--- src/rtl/ssd_pkg.sv ---
// rtl/ssd_pkg.sv - shared constants for the seven-segment MMIO controller
// Contents: register word addresses, CTRL bit indices, blank pattern,
//           character codes, STATUS field offsets, circular index helper.
package ssd_pkg;

   // Register word addresses (MSG_PUSH write and STATUS read share address 3)
   localparam logic [2:0] ADDR_CTRL   = 3'd0;
   localparam logic [2:0] ADDR_DIRECT = 3'd1;
   localparam logic [2:0] ADDR_PERIOD = 3'd2;
   localparam logic [2:0] ADDR_MSG    = 3'd3;
   localparam logic [2:0] ADDR_CLEAR  = 3'd4;

   // CTRL bit indices
   localparam int CTRL_CHAR   = 0;
   localparam int CTRL_SCROLL = 1;
   localparam int CTRL_BLANK  = 2;

   // Segments are active low, so all ones turns every digit off
   localparam logic [31:0] SSD_BLANK = 32'hFFFF_FFFF;

   // STATUS field offsets
   localparam int STAT_LEN_LSB = 0;
   localparam int STAT_POS_LSB = 8;
   localparam int STAT_OVF_BIT = 16;

   // Character codes understood by the downstream driver
   typedef enum logic [5:0] {
      CH_0    = 6'h00, CH_1 = 6'h01, CH_2 = 6'h02, CH_3 = 6'h03,
      CH_4    = 6'h04, CH_5 = 6'h05, CH_6 = 6'h06, CH_7 = 6'h07,
      CH_8    = 6'h08, CH_9 = 6'h09, CH_A = 6'h0A, CH_B = 6'h0B,
      CH_C    = 6'h0C, CH_D = 6'h0D, CH_E = 6'h0E, CH_F = 6'h0F,
      CH_H_LC = 6'h11, CH_L = 6'h15, CH_O_LC = 6'h18
   } ssd_char_t;

   // (sum mod len) for sum < len + 4; len is not a power of two in general,
   // so a few conditional subtractions replace a real divider.
   function automatic logic [5:0] wrap_index(input logic [6:0] sum, input logic [5:0] len);
      logic [6:0] v;
      v = sum;
      for (int i = 0; i < 4; i++) begin
         if (len != 6'd0 && v >= {1'b0, len})
            v = v - {1'b0, len};
      end
      return v[5:0];
   endfunction

endpackage

--- src/rtl/ssd_scroll_timer.sv ---
// rtl/ssd_scroll_timer.sv - programmable prescaler producing the scroll tick
// Ports: clk, rst_n (sync, active low); en = count enable (scroll on and
//        period nonzero); restart = zero the prescaler this cycle;
//        period = tick interval in cycles; tick = one-cycle pulse.
module ssd_scroll_timer #(
   parameter int PERIOD_W = 26
) (
   input  logic                clk,
   input  logic                rst_n,
   input  logic                en,
   input  logic                restart,
   input  logic [PERIOD_W-1:0] period,
   output logic                tick
);

   logic [PERIOD_W-1:0] cnt;
   logic                at_end;

   assign at_end = (cnt == period - PERIOD_W'(1));
   // A restart discards the interval in progress, so it also masks the tick
   assign tick   = en && !restart && at_end;

   always_ff @(posedge clk) begin
      if (!rst_n)
         cnt <= '0;
      else if (restart)
         cnt <= '0;
      else if (en)
         cnt <= at_end ? '0 : cnt + PERIOD_W'(1);
   end

endmodule

--- src/rtl/ssd_mmio_ctrl.sv ---
// rtl/ssd_mmio_ctrl.sv - register block and text scroller feeding the segment driver
// Ports: clk, rst_n (sync, active low); addr/wr_en/rd_en/wdata = CPU bus,
//        rdata = registered read data; ssd_bits/ssd_char_mode = driver inputs.
module ssd_mmio_ctrl
   import ssd_pkg::*;
#(
   parameter int MSG_DEPTH = 16,
   parameter int PERIOD_W  = 26
) (
   input  logic        clk,
   input  logic        rst_n,
   input  logic [2:0]  addr,
   input  logic        wr_en,
   input  logic        rd_en,
   input  logic [31:0] wdata,
   output logic [31:0] rdata,
   output logic [31:0] ssd_bits,
   output logic        ssd_char_mode
);

   localparam int         IDX_W  = $clog2(MSG_DEPTH);
   localparam logic [5:0] DEPTH6 = 6'(MSG_DEPTH);

   logic [2:0]          ctrl;
   logic [31:0]         direct;
   logic [PERIOD_W-1:0] period;
   logic [5:0]          len;
   logic [5:0]          pos;
   logic                ovf;
   logic [5:0]          msg_buf [MSG_DEPTH];

   logic        push, clear, period_wr, scroll_rise, restart, tick, full;
   logic [31:0] status, rd_mux, scroll_bits, next_bits;
   logic        next_mode;
   logic [5:0]  idx;

   assign push        = wr_en && addr == ADDR_MSG;
   assign clear       = wr_en && addr == ADDR_CLEAR;
   assign period_wr   = wr_en && addr == ADDR_PERIOD;
   // Enabling scroll restarts the message from its first character
   assign scroll_rise = wr_en && addr == ADDR_CTRL && wdata[CTRL_SCROLL] && !ctrl[CTRL_SCROLL];
   assign restart     = scroll_rise || period_wr;
   assign full        = (len == DEPTH6);

   ssd_scroll_timer #(.PERIOD_W(PERIOD_W)) u_timer (
      .clk     (clk),
      .rst_n   (rst_n),
      .en      (ctrl[CTRL_SCROLL] && period != '0),
      .restart (restart),
      .period  (period),
      .tick    (tick)
   );

   assign status = {15'b0, ovf, 2'b0, pos, 2'b0, len};

   always_comb begin
      rd_mux = '0;
      case (addr)
         ADDR_CTRL:   rd_mux = {29'b0, ctrl};
         ADDR_DIRECT: rd_mux = direct;
         ADDR_PERIOD: rd_mux = 32'(period);
         ADDR_MSG:    rd_mux = status;
         default:     rd_mux = '0;
      endcase
   end

   // Digit k (3 = leftmost) shows the character (3 - k) places after pos
   always_comb begin
      scroll_bits = SSD_BLANK;
      idx         = '0;
      for (int k = 0; k < 4; k++) begin
         idx = wrap_index({1'b0, pos} + 7'(3 - k), len);
         scroll_bits[8*k +: 8] = {2'b00, msg_buf[idx[IDX_W-1:0]]};
      end
   end

   always_comb begin
      next_bits = direct;
      next_mode = ctrl[CTRL_CHAR];
      if (ctrl[CTRL_BLANK]) begin
         next_bits = SSD_BLANK;
         next_mode = 1'b0;
      end else if (ctrl[CTRL_SCROLL]) begin
         next_bits = (len != 6'd0) ? scroll_bits : SSD_BLANK;
         next_mode = (len != 6'd0);
      end
   end

   always_ff @(posedge clk) begin
      if (!rst_n) begin
         ctrl          <= '0;
         direct        <= SSD_BLANK;
         period        <= '0;
         len           <= '0;
         pos           <= '0;
         ovf           <= 1'b0;
         rdata         <= '0;
         ssd_bits      <= SSD_BLANK;
         ssd_char_mode <= 1'b0;
      end else begin
         if (wr_en) begin
            case (addr)
               ADDR_CTRL:   ctrl   <= wdata[2:0];
               ADDR_DIRECT: direct <= wdata;
               ADDR_PERIOD: period <= wdata[PERIOD_W-1:0];
               default:     ;
            endcase
         end

         if (clear) begin
            len <= '0;
            ovf <= 1'b0;
         end else if (push) begin
            if (full) ovf <= 1'b1;
            else      len <= len + 6'd1;
         end

         // Wrap is judged against the length before any same-cycle push
         if (clear || scroll_rise)
            pos <= '0;
         else if (tick && len != 6'd0)
            pos <= (pos + 6'd1 == len) ? 6'd0 : pos + 6'd1;

         if (rd_en) rdata <= rd_mux;

         ssd_bits      <= next_bits;
         ssd_char_mode <= next_mode;
      end
   end

   // Buffer has no reset: len = 0 hides stale entries
   always_ff @(posedge clk) begin
      if (push && !full)
         msg_buf[len[IDX_W-1:0]] <= wdata[5:0];
   end

endmodule

--- config.mk ---
export PLATFORM = sky130hd
export DESIGN_NAME = ssd_mmio_ctrl
export DESIGN_NICKNAME = d
export VERILOG_FILES = /design/src/rtl/ssd_pkg.sv /design/src/rtl/ssd_scroll_timer.sv /design/src/rtl/ssd_mmio_ctrl.sv
export SDC_FILE = /design/constraint.sdc
export NUM_CORES = 1
export LEC_CHECK = 0
export CAP_MARGIN = 20
export CORE_ASPECT_RATIO = 0.9
export CORE_MARGIN = 8
export CORE_UTILIZATION = 56
export CTS_CLUSTER_DIAMETER = 200
export DETAILED_ROUTE_END_ITERATION = 7
export PLACE_DENSITY = 0.77
export SYNTH_ARGS = -nofsm -noshare
export SYNTH_HDL_FRONTEND = slang
export SYNTH_SLANG_ARGS = --single-unit
--- constraint.sdc ---
create_clock -name clk -period 10.7 [get_ports clk]
set_clock_uncertainty 0.2 [all_clocks]
set_input_delay 1.07 -clock clk [delete_from_list [all_inputs] [get_ports clk]]
set_output_delay 1.07 -clock clk [all_outputs]
set_load 0.01 [all_outputs]
Yosys cells after proc, flatten, opt, wreduce, memory -nomap -nowiden

Memories as Yosys holds them, arrays and structs flattened.
Index checks and enable logic that the tools add are counted.

$add $sub $neg: 23
Order comparisons: 16
Eq/ne operators: 7
Muxes and demuxes: 24
Bitwise gates (word level): 2
Reduce and logical (&&, ||, !) cells: 44

Operators with widths:

| kind                    | number |
|---|---|
| $pmux W32 S4            | 1 |
| $ge A7 B6 Y1            | 15 |
| $mux W7                 | 12 |
| $sub A7 B6 Y7           | 11 |
| $mux W32                | 2 |
| $logic_and A1 B1 Y1     | 27 |
| $add A26 B1 Y26 const B | 1 |
| $eq A26 B26 Y1          | 1 |
| $mux W26                | 1 |
| $reduce_bool A26 Y1     | 1 |
| $sub A26 B1 Y26 const B | 1 |
| $mux W4                 | 4 |
| $sub A4 B4 Y4           | 4 |
| $add A6 B2 Y7 const B   | 2 |
| $add A6 B1 Y6 const B   | 2 |
| $reduce_and A2 Y1       | 5 |
| $reduce_or A2 Y1        | 4 |
| $add A6 B1 Y7 const B   | 1 |
| $sub A6 B6 Y7           | 1 |
| $eq A3 B2 Y1 const B    | 2 |
| $eq A6 B5 Y1 const B    | 1 |
| $eq A6 B6 Y1            | 1 |
| $ge A6 B6 Y1            | 1 |
| $mux W6                 | 1 |
| 8 further kinds         | 14 |

Flip-flop bits (word level): 165
RAM bits: 96
Input port bits: 39
Output and inout bits: 65
Logic and storage cells: 127
Memories: 1

Memories:

| memory  | depth | bits a word | rd ports | clocked after Yosys merged registers in | wr ports | line                | source |
|---|---|---|---|---|---|---|---|
| msg_buf | 16    | 6           | 4        | 0                                       | 1        | ssd_mmio_ctrl.sv:30 | `logic [5:0] msg_buf [MSG_DEPTH];` |

Longest topological paths before layout

Gate-level depths: netlist of run 1.
An unclocked memory read counts as a cell.

Depth in word-level cells: 16
Mapped depth: 42
Mapped depth without buffers: 40

Cells and area by module

A second synthesis of run 1 with hierarchy kept.

Cell total of the unflattened synthesis: 2,140
Area, all modules: 19,591.3 um^2

Modules (own cells, without submodules):

| module           | times used | cells each | area an instance (um^2) | seq. area each (um^2) |
|---|---|---|---|---|
| ssd_mmio_ctrl    | 1          | 1,866      | 17,455.5                | 5,665.4 |
| ssd_scroll_timer | 1          | 274        | 2,135.8                 | 520.5 |

Worst setup path after synthesis of run 1

OpenSTA, ideal clock, no wires.

Path kind: flip-flop to flip-flop
From: reg len[1]
To: reg ssd_bits[17]
Data arrival time: 9.664 ns
Required time: 10.383 ns
Setup slack: 0.719 ns
Stages on the path, launching flop included: 35
Path buffers: 2
Cell sequence: dfxtp_1 > inv_1 > ha_1 > nor2b_1 > o31a_1 > o31a_1 > o31a_1 > clkbuf_1 > mux2_2 > ha_1 > and2_1 > a221o_1 > o2bb2ai_1 > nor2_1 > a31oi_1 > mux2_2 > ha_1 > and3_1 > a311oi_1 > a31oi_1 > o31ai_1 > mux2_2 > ha_1 > o21ai_0 > nand2b_1 > a21o_1 > a21oi_1 > o21ai_0 > o31ai_2 > mux2i_1 > and2_1 > clkbuf_1 > a32oi_1 > a21oi_1 > o21ai_1

Word-level cells in the longest chain between the ends: 15
Elaborated cells between the ends (all ways): 20
Classes of those cells: add/sub (4); order compare (4); mux (6); reduce/logical (5); memory (1)

RTL lines:

| element                                                   | line                               | source |
|---|---|---|
| from (decl)                                               | ssd_mmio_ctrl.sv:27                | `logic [5:0] len;` |
| from (signal assigned)                                    | ssd_mmio_ctrl.sv:115               | `else len <= len + 6'd1;` |
| $ge A7 B6 Y1 / $reduce_bool A6 Y1 (equally long branches) | ssd_pkg.sv:41, ssd_mmio_ctrl.sv:84 |  |
| $logic_and A1 B1 Y1                                       | ssd_pkg.sv:41                      | `if (len != 6'd0 && v >= {1'b0, len})` |
| $mux W7                                                   | ssd_pkg.sv:41                      |  |
| $ge A7 B6 Y1                                              | ssd_pkg.sv:41                      |  |
| $logic_and A1 B1 Y1                                       | ssd_pkg.sv:41                      |  |
| $mux W7                                                   | ssd_pkg.sv:41                      |  |
| $ge A7 B6 Y1                                              | ssd_pkg.sv:41                      |  |
| $logic_and A1 B1 Y1                                       | ssd_pkg.sv:41                      |  |
| $mux W7                                                   | ssd_pkg.sv:41                      |  |
| $ge A7 B6 Y1                                              | ssd_pkg.sv:41                      |  |
| $logic_and A1 B1 Y1                                       | ssd_pkg.sv:41                      |  |
| $mux W4                                                   | ssd_pkg.sv:41                      |  |
| $mem_v2 Z16 W6                                            | --                                 |  |
| $mux W32 (*)                                              | ssd_mmio_ctrl.sv:84                | `next_bits = (len != 6'd0) ? scroll_bits : SSD_BLANK;` |
| $mux W32 (*)                                              | ssd_mmio_ctrl.sv:83                | `end else if (ctrl[CTRL_SCROLL]) begin` |
| to (signal assigned)                                      | ssd_mmio_ctrl.sv:126               | `ssd_bits <= next_bits;` |
| to (decl)                                                 | ssd_mmio_ctrl.sv:17                | `output logic [31:0] ssd_bits,` |

Mark *: on every way between the ends. The rest lies on a longest branch, timed or not.
A chain may end at the register's enable or synchronous reset.

Worst setup path in the final report of run 1

From: reg pos[1]
To: reg ssd_bits[8]

Word-level cells in the longest chain between the ends: 16
Elaborated cells between the ends (all ways): 20
Classes of those cells: add/sub (5); order compare (4); mux (6); reduce/logical (4); memory (1)

RTL lines:

| element                | line                 | source |
|---|---|---|
| from (decl)            | ssd_mmio_ctrl.sv:28  | `logic [5:0] pos;` |
| from (signal assigned) | ssd_mmio_ctrl.sv:122 | `pos <= (pos + 6'd1 == len) ? 6'd0 : pos + 6'd1;` |
| $add A6 B2 Y7 (*)      | ssd_mmio_ctrl.sv:72  | `idx = wrap_index({1'b0, pos} + 7'(3 - k), len);` |
| $ge A7 B6 Y1           | ssd_pkg.sv:41        |  |
| $logic_and A1 B1 Y1    | ssd_pkg.sv:41        |  |
| $mux W7 (*)            | ssd_pkg.sv:41        |  |
| $ge A7 B6 Y1           | ssd_pkg.sv:41        |  |
| $logic_and A1 B1 Y1    | ssd_pkg.sv:41        |  |
| $mux W7 (*)            | ssd_pkg.sv:41        |  |
| $ge A7 B6 Y1           | ssd_pkg.sv:41        |  |
| $logic_and A1 B1 Y1    | ssd_pkg.sv:41        |  |
| $mux W7 (*)            | ssd_pkg.sv:41        |  |
| $ge A7 B6 Y1           | ssd_pkg.sv:41        |  |
| $logic_and A1 B1 Y1    | ssd_pkg.sv:41        |  |
| $mux W4 (*)            | ssd_pkg.sv:41        |  |
| $mem_v2 Z16 W6 (*)     | --                   |  |
| $mux W32 (*)           | ssd_mmio_ctrl.sv:84  |  |
| $mux W32 (*)           | ssd_mmio_ctrl.sv:83  |  |

Marked as above.

==> qor.yml, run 1 <==
n_fill_cell: 2859
drive_above_1_share_pct: 12.1
status: "complete, no violations"
reg2reg_depth: 39
period_share_pct: 96.1
fin_util_pct: 64.0
yosysTopAreaCell: "dfxtp_1"
numCtsBuffers: 28
firstDrtPassIters: 6
fin_ws_ps: 418
hp-start: "rdata[26]"
pre_cts_slack_ps: 243
clkLatencyLatePin_ps: 600
crit_fanout: 19
criticalPathCategory: "register to register"
cp.required_ps: 11020
synth_cell_types: 86
hold-path-endpoint: "rdata[26]"
synth_fp_nets: 2268
irDropWorstVdd_mv: 0.135
clk_path_buf_depth: 3
reg2reg_setup_slack_ps: 420
arrival_ps: 10600
fmax_mhz: 97.3
avgSynthCellArea_sq_um: 9.07
synth_top_area_share_pct: 17.3
cts.sinks: 261
grt_pass1_wl_microns: 94400
pin_count: 104
synthTopCellsByArea: "dfxtp_1, edfxtp_1, mux2i_1"
port_buffers: 103
grtUsageTotal_pct: 29.8
synth_ff_type: "dfxtp_1"
synth_area_sq_mm: 0.0191
powerDensity_mw_per_mm2: 103
drc: 0
ys_seq_area_share_pct: 32.4
area_growth_syn_to_layout_pct: 13.1
finalSetupViolCount: 0
stdcell_count: 2667
syn_inst: 2108
hold_viol: 0
async_reset_ff_share_pct: 0
cts_root_buf: "clkbuf_16"
wl_per_cell_microns: 23.2
vias: 17100
hold_class: "register to register"
path_clk_slew_ps: 60
synth.yosys.warnings: 0
hold_path_depth: 2
dpl.cell_count: 2606
cap_violations: 0
htreeDepth: 1
drt_iter0_markers: 1795
cp_slowest_stage_delay_ps: 530
relSlewSlack_pct: 22.6
slowest_stage: "dfxtp_1"
finalWeightedCongestion: 0.989
rr_startpoint: "pos[1]"
synth_seq_cells: 261
antenna_found_initial: 0
die_y_microns: 191
yosysMostFrequentCell: "nand2_1"
synth_commonest_cells: "nand2_1, dfxtp_1, nor2_1"
num_antenna_cells: 0
place_hpwl_microns: 46300
viasPerCell: 6.40
drt_wl_total_microns: 61900
holdBufCountCts: 0
fin_nets: 2344
detail-route-antenna-nets: 0
grt_max_degree: 97
cts_tree: "yes"
worst_r2r_endpoint: "ssd_bits[8]"
die_w_microns: 211
leakage_uw: 0.00825
grt_pass1_vias: 16400
dieArea_sq_mm: 0.0403
critPathLaunchType: "register"
end_kind: "register"
p_total_uw: 2220
core_area_sq_mm: 0.0338
rows: 64
grt-ovfl-total: 0
fin_crit_ps: 10280
worst_pin_slew_ps: 1160
synth_edf_count: 96
initial_core_util_pct: 56.6
maxSlewViolCount: 0
critical path: cells and delay by family (launching register included):
family / cells / cell delay (ps)
adder cells (fa/ha/maj): 5 / 1640
buffers and inverters: 4 / 690
AO/OA/AOI/OAI: 19 / 4340
multiplexers: 5 / 1810
flip-flops: 1 / 530
AND/OR/NAND/NOR: 6 / 1020
repair_timing:
action	in CTS	in global routing
resized for setup	0	10
setup buffers	0	6
setup endpoints to repair	0	16
cell families after synthesis:
kind of cell    share of synthesized area (%)
simple gates                             16.6
compound gates                           17.5
buf+inv                                  4.09
xor+xnor                                 5.04
mux                                      15.9
flops                                    32.4
fa+ha+maj                                8.55
where the power goes:
group	total [uW]	leakage (uW)	switching, uW	internal, uW
sequential	1060	0.00220	17.0	1040
clock	944	0.000424	422	522
combinational	219	0.00562	122	96.3
total	2220	0.00825	561	1660
worst max-delay path by stage:
stage / start / to / slack, ps / depth (start not counted)
after floorplan: len[1] / ssd_bits[17] / 720 / 34
after global placement: pos[1] / ssd_bits[12] / 400 / 39
after detailed placement: pos[1] / ssd_bits[11] / 240 / 39
after CTS: pos[1] / ssd_bits[8] / 210 / 39
after global routing: pos[1] / ssd_bits[8] / -20 / 41
final: pos[1] / ssd_bits[8] / 420 / 39
layout by cell type, fill, tap and decap left out, types with 18 or more instances in the layout:
cell,count
mux2i_1,146
inv_1,84
edfxtp_1,96
nand2_1,212
ha_1,105
xor2_1,46
nand2b_1,31
clkbuf_16,28
a22oi_1,40
a21boi_0,35
o21ai_0,79
dfxtp_1,165
o211ai_1,19
nor3_1,28
and2_1,30
o22ai_1,66
xnor2_1,64
nor2b_1,35
a21oi_1,67
and3_1,18
nor2_1,156
o21a_1,25
mux2_2,118
nand3_1,69
buf_4,45
a21o_1,24
clkdlybuf4s50_1,102
a31oi_1,22
layout make-up:
type,instances,area (sq um),share of cell area (%)
flip-flops and latches,261,6190,28.6
clock inverters,16,139,0.642
inverters,84,315,1.46
well taps,462,578,2.67
clock buffers,35,747,3.45
repair buffers,154,1440,6.67
multi-input cells,1655,12200,56.5
flip-flops by register name (all words and copies together), names as in the netlist, 3 cells and up:
signal and count:
ctrl 3, direct 32, len 6, msg_buf 96, period 26, pos 6, rdata 32, ssd_bits 32
u_timer.cnt 26
metrics by stage:
stage                     setup TNS, ps  hold slack, ps  area, sq um
after floorplan                       0             231        19100
after global placement                0             252        20600
after detailed placement              0             273        20600
after CTS                             0             286        21500
after global routing              -23.9             315        21600
final                                 0             282        21600
routing by layer:
metal | up-vias | routed length (microns) | track usage [%]
met5 | - | 0 | 0
met4 | 0 | 2920 | 12.8
met3 | 179 | 4770 | 4.29
met2 | 791 | 28000 | 47.8
met1 | 8223 | 26200 | 39.7
li1 | 7869 | - | -
Power figures use the tool's default switching activity.
==> run 2: changes to the inputs <==
- CELL_PAD_IN_SITES_DETAIL_PLACEMENT: unset -> 0
- CELL_PAD_IN_SITES_GLOBAL_PLACEMENT: unset -> 1
- CORE_UTILIZATION: 56 -> 43
==> run 2 against run 1 <==
Maximum frequency rose by 0.42%. Sequential share of layout area fell by 0.36 points. Utilization fell by 14 points. Critical endpoint is now ssd_bits[18]. Combinational power rose by 2%. Die area rose by 28%. First-iteration DRC count fell by 10%. Flip-flop and latch count did not move. Final area rose by 1.3%. Worst hold slack got worse by 1.5 ps. Worst setup slack improved by 43 ps. Count of clock-buffer cells in the layout rose by 4. Clock power rose by 5.3%.
==> qor.yml, run 2 (synthesis results as in run 1) <==
irDropWorstVdd_mv: 0.102  # -25%
drc: 0  # unchanged
hold_viol: 0  # unchanged
drive_above_1_share_pct: 12.5  # +0.39 points
port_buffers: 103  # unchanged
final_cell_area_sq_mm: 0.0219  # +1.3%
vias: 16700  # -2.2%
cap_violations: 0  # unchanged
place_hpwl_microns: 47300  # +2.2%
rsz0062_at_grt: "false"
grt_max_degree: 97  # unchanged
period_share_pct: 95.7  # -0.40 points
clkLatencyLatePin_ps: 570  # -30 ps
cp_slowest_stage_delay_ps: 600  # +70 ps
wl_per_cell_microns: 23.0  # -0.66%
drt_wl_total_microns: 64700  # +4.6%
detail-route-antenna-nets: 0  # unchanged
path_clk_slew_ps: 60  # about the same
worst_pin_slew_ps: 1140  # -20.8 ps
fin_nets: 2347  # +0.13%
crit_fanout: 26  # +7
area_growth_syn_to_layout_pct: 14.6
clk_path_buf_depth: 3  # unchanged
firstDrtPassIters: 5  # -1
fin_crit_ps: 10240  # -43.1 ps
antenna_found_initial: 1  # +1
die_w_microns: 238  # +13%
pin_count: 104  # unchanged
cts_tree: "yes"
end_kind: "register"
n_fill_cell: 4158  # +45%
rows: 73  # +14%
p_total_uw: 2280  # +2.4%
cts_root_buf: "clkbuf_16"
dpl-instance-area_sq_mm: 0.0209  # +1.3%
criticalPathCategory: "register to register"
slowest_stage: "a221oi_1"
numCtsBuffers: 28  # unchanged
drt_iter0_markers: 1611  # -10%
hold_class: "register to register"
dieArea_sq_mm: 0.0515  # +28%
cp.required_ps: 11000  # -20 ps
path_buf_inv: 5  # +1
status: "complete, no violations"
cp_common_cell: "ha_1"
cts.sinks: 261  # unchanged
htreeDepth: 1  # unchanged
stdcell_count: 2809  # +5.3%
grtUsageTotal_pct: 24.3  # -5.5 points
initial_core_util_pct: 43.4  # -13 points
finalSetupViolCount: 0  # unchanged
fmax_mhz: 97.7  # +0.42%
fin_util_pct: 49.7  # -14 points
maxSlewViolCount: 0  # unchanged
largest_register_ffs: 96  # unchanged
critPathLaunchType: "register"
leakage_uw: 0.00833  # +1.0%
grt_pass1_vias: 15900  # -3.2%
viasPerCell: 5.94  # -7.1%
dpl.cell_count: 2754  # +5.7%
layout_common_cells: "nand2_1, dfxtp_1, nor2_1"
cp_top_family: "compound AO/OA/AOI/OAI gates"
grt_pass1_wl_microns: 98100  # +4.0%
die_y_microns: 216  # +13%
arrival_ps: 10540  # -60 ps
grt-ovfl-total: 0  # unchanged
final_common_cell: "nand2_1"
core_area_sq_mm: 0.0440  # +30%
finalWeightedCongestion: 0.929  # -6.1%
powerDensity_mw_per_mm2: 104  # +1.1%
relSlewSlack_pct: 23.7  # +1.1 points
==> run 2: layer usage <==
metal	part of all wire [%]	wire, microns	global-route usage (%)	vias up
met5	0	0	0	-
met4	2.8	1810	5.87	0
met3	7.4	4780	3.77	115
met2	44	28500	38.0	610
met1	46	29600	34.6	8084
li1	-	-	-	7878
==> run 2: layout make-up <==
cell class | count | area, sq um | share of cell area (%)
repair buffers | 157 | 1500 | 6.84
well taps | 600 | 751 | 3.43
clock buffers | 39 | 838 | 3.83
multi-input cells | 1655 | 12200 | 55.7
diodes | 1 | 2.50 | 0.0114
flip-flops and latches | 261 | 6190 | 28.2
clock inverters | 12 | 105 | 0.480
inverters | 84 | 315 | 1.44
==> run 2: report_power, final <==
part / switching [uW] / leakage, uW / internal, uW
sequential: 15.6 / 0.00220 / 1040
combinational: 128 / 0.00566 / 96.5
clock: 422 / 0.000468 / 572
==> run 2: path summary, 6_finish.rpt <==
path | end | cells after the start | startpoint | slack, ps
max | ssd_bits[18] | 39 | pos[2] | 460
min | rdata[26] | 2 | rdata[26] | 280
max reg2reg | ssd_bits[18] | 39 | pos[2] | 460
min reg2reg | rdata[26] | 2 | rdata[26] | 280
==> run 2: timing repair <==
| item | CTS | global route |
|---|---|---|
| hold buffers | 0 | 0 |
| resized for setup | 1 | 4 |
| endpoints found under the setup margin | 2 | 8 |
| buffers inserted | 0 | 0 |
==> run 2: worst register-to-register path, delay by kind of cell (launching register included) <==
family,cells,cell delay [ps]
compound gates,15,3610
simple gates,8,1190
flops,1,500
xor+xnor,1,200
fa+ha+maj,5,1760
mux,5,1770
buf+inv,5,950
==> run 2: metrics by stage <==
step	worst slack, ps	hold WS [ps]	TNS, ps
finish	461	281	0
global route	71.9	307	0
CTS	12.1	284	0
detailed placement	-121	276	-130
global placement	-5.82	268	-5.82
floorplan	719	231	0
==> run 3: changes to the inputs <==
- CORE_MARGIN: 8 -> 2
==> run 3 against run 2 <==
Count of clock-buffer cells in the layout down 8. Die area down 10%. First-iteration DRC count down 0.56%. Register-to-register slack better by 160 ps. Final area up 0.52%. Maximum frequency up 1.6%. Largest cell class unchanged. Cell count up 0.14%. Combinational power about the same. Sequential share of layout area down 0.15 points. Critical path depth unchanged. Routed wire length up 1.1%. Via count up 1.5%.
==> qor.yml, run 3 (synthesis results as in run 1) <==
leakage_uw: 0.00836  # +0.41%
hp-start: "direct[31]"
final_common_cell: "nand2_1"
hold_class: "register to register"
die_w_microns: 226  # -5.0%
relSlewSlack_pct: 18.9  # -4.8 points
clockPowerShare_pct: 44.8  # +1.1 points
stdcell_count: 2813  # +0.14%
cap_violations: 0  # unchanged
drt_wl_total_microns: 65400  # +1.1%
fin_nets: 2353  # +0.26%
reg2reg_depth: 39  # unchanged
clkLatencyLatePin_ps: 560  # about the same
num_antenna_cells: 0  # -1
period_share_pct: 94.2  # -1.5 points
end_kind: "register"
pin_count: 104  # unchanged
cp_common_cell: "ha_1"
wl_per_cell_microns: 23.3  # +0.93%
largest_register_ffs: 96  # unchanged
cp_top_family: "compound AO/OA/AOI/OAI gates"
dpl-instance-area_sq_mm: 0.0209  # about the same
regArea_sq_mm: 0.00619  # unchanged
grt_max_degree: 96  # -1.0%
grtUsageTotal_pct: 28.0  # +3.7 points
hold-path-endpoint: "rdata[31]"
crit_fanout: 14  # -46%
place_hpwl_microns: 47800  # +1.1%
p_int_uw: 1760  # +2.9%
critPathLaunchType: "register"
cts_root_buf: "clkbuf_16"
finalSetupViolCount: 0  # unchanged
htreeDepth: 1  # unchanged
irDropWorstVdd_mv: 0.0963  # -5.2%
maxSlewViolCount: 0  # unchanged
detail-route-antenna-nets: 0  # unchanged
grt-ovfl-total: 0  # unchanged
pwr-share-seq_pct: 45.5  # -0.9 points
cts_tree: "yes"
dpl.cell_count: 2753  # -0.036%
cp.required_ps: 10950  # -50 ps
cp_slowest_stage_delay_ps: 500  # -100 ps
worst_r2r_endpoint: "ssd_bits[18]"
path_buf_inv: 5  # unchanged
die_y_microns: 204  # -5.6%
antenna_found_initial: 0  # -1
p_sw_share_pct: 24.3  # -0.51 points
status: "complete, no violations"
grt_pass1_vias: 16200  # +2.2%
vias: 16900  # +1.5%
n_fill_cell: 4146  # -0.29%
final_cell_area_sq_mm: 0.0220  # +0.52%
core_area_sq_mm: 0.0440  # unchanged
drt_iter0_markers: 1602  # -0.56%
multiInputGateArea_sq_mm: 0.0123  # +0.40%
arrival_ps: 10330  # -210 ps
port_buffers: 103  # unchanged
reg2reg_setup_slack_ps: 620  # +160 ps
layout_common_cells: "nand2_1, dfxtp_1, nor2_1"
firstDrtPassIters: 5  # unchanged
criticalPathCategory: "register to register"
hold_viol: 0  # unchanged
fmax_mhz: 99.2  # +1.6%
fin_crit_ps: 10080  # -158 ps
rows: 73  # unchanged
grt_pass1_wl_microns: 99000  # +0.92%
hold_path_depth: 2  # unchanged
numCtsBuffers: 26  # -7.1%
worst_pin_slew_ps: 1210  # +71.6 ps
dieArea_sq_mm: 0.0462  # -10%
initial_core_util_pct: 43.4  # unchanged
rsz0062_at_grt: "false"
setup-tns-final_ps: 0  # unchanged
cts.sinks: 261  # unchanged
area_growth_syn_to_layout_pct: 15.2
rr_startpoint: "pos[2]"
drc: 0  # unchanged
clk_path_buf_depth: 3  # unchanged
comb_power_share_pct: 9.7  # -0.2 points
viasPerCell: 6.02  # +1.3%
powerDensity_mw_per_mm2: 106  # +1.6%
slowest_stage: "dfxtp_2"
finalWeightedCongestion: 0.957  # +3.0%
drive_above_1_share_pct: 13.1  # +0.65 points
path_clk_slew_ps: 70  # about the same
power.switching_uw: 565  # about the same
==> run 3: changes by cell type in the layout (fill, tap and decap cells not counted), sizes merged <==
| cell | change |
|---|---|
| bufinv | +5 |
| clkbuf | -8 |
| buf | +8 |
| inv | -3 |
| diode | -1 |
| clkinv | +3 |
==> run 3: power by group through the flow <==
| stage | sequential, uW | combinational, uW | clock, uW |
|---|---|---|---|
| floorplan | 1070 | 138 | 0 |
| global placement | 1080 | 218 | 0 |
| detailed placement | 1080 | 221 | 0 |
| CTS | 1060 | 222 | 1050 |
| global route | 1060 | 244 | 1090 |
| finish | 1060 | 226 | 1040 |
==> run 3: stage by stage <==
step / hold slack [ps] / utilization (%) / total power, uW / setup slack [ps]
CTS: 286 / 49.6 / 2330 / 152
floorplan: 231 / - / 1210 / 719
detailed placement: 274 / 47.4 / 1300 / -213
finish: 285 / 50.0 / 2320 / 619
global placement: 269 / 47.4 / 1300 / -82.2
global route: 305 / 50.0 / 2390 / 34.1
==> run 3: worst max path at each step <==
stage          slack, ps      endpoint   start  cells past startpoint
6_report             620  ssd_bits[18]  pos[2]                     39
5_1_grt               30  ssd_bits[16]  pos[2]                     39
4_1_cts              150  ssd_bits[19]  pos[2]                     39
3_5_place_dp        -210  ssd_bits[19]  pos[2]                     38
3_3_place_gp         -80  ssd_bits[19]  pos[2]                     38
2_1_floorplan        720  ssd_bits[17]  len[1]                     34
==> run 3: final cells by class <==
type / count / area share, %
inverters: 84 / 1.43
clock buffers: 31 / 3.23
well taps: 600 / 3.41
flip-flops and latches: 261 / 28.1
repair buffers: 165 / 7.04
clock inverters: 17 / 1.13
multi-input cells: 1655 / 55.7
==> run 3: worst min-delay path, cell delays in order (launching register included) <==
cell,delay [ps]
dfxtp_1,310
nand3_1,50
a21boi_0,70
==> run 3: per-layer routing <==
| metal | routed length (microns) | part of all wire (%) | vias to the layer above | track usage (%) |
|---|---|---|---|---|
| li1 | - | - | 7912 | - |
| met1 | 29700 | 45 | 8211 | 40.0 |
| met2 | 28600 | 44 | 680 | 42.9 |
| met3 | 4920 | 7.5 | 132 | 4.41 |
| met4 | 2270 | 3.5 | 0 | 9.21 |
| met5 | 0 | 0 | - | 0 |
==> run 3: what timing repair did <==
action / CTS / global route
pin swaps: 0 / 1
resized for setup: 4 / 9
buffers inserted: 0 / 8
hold buffers: 0 / 0
endpoints found under the hold margin: 0 / 0
setup endpoints to repair: 6 / 18
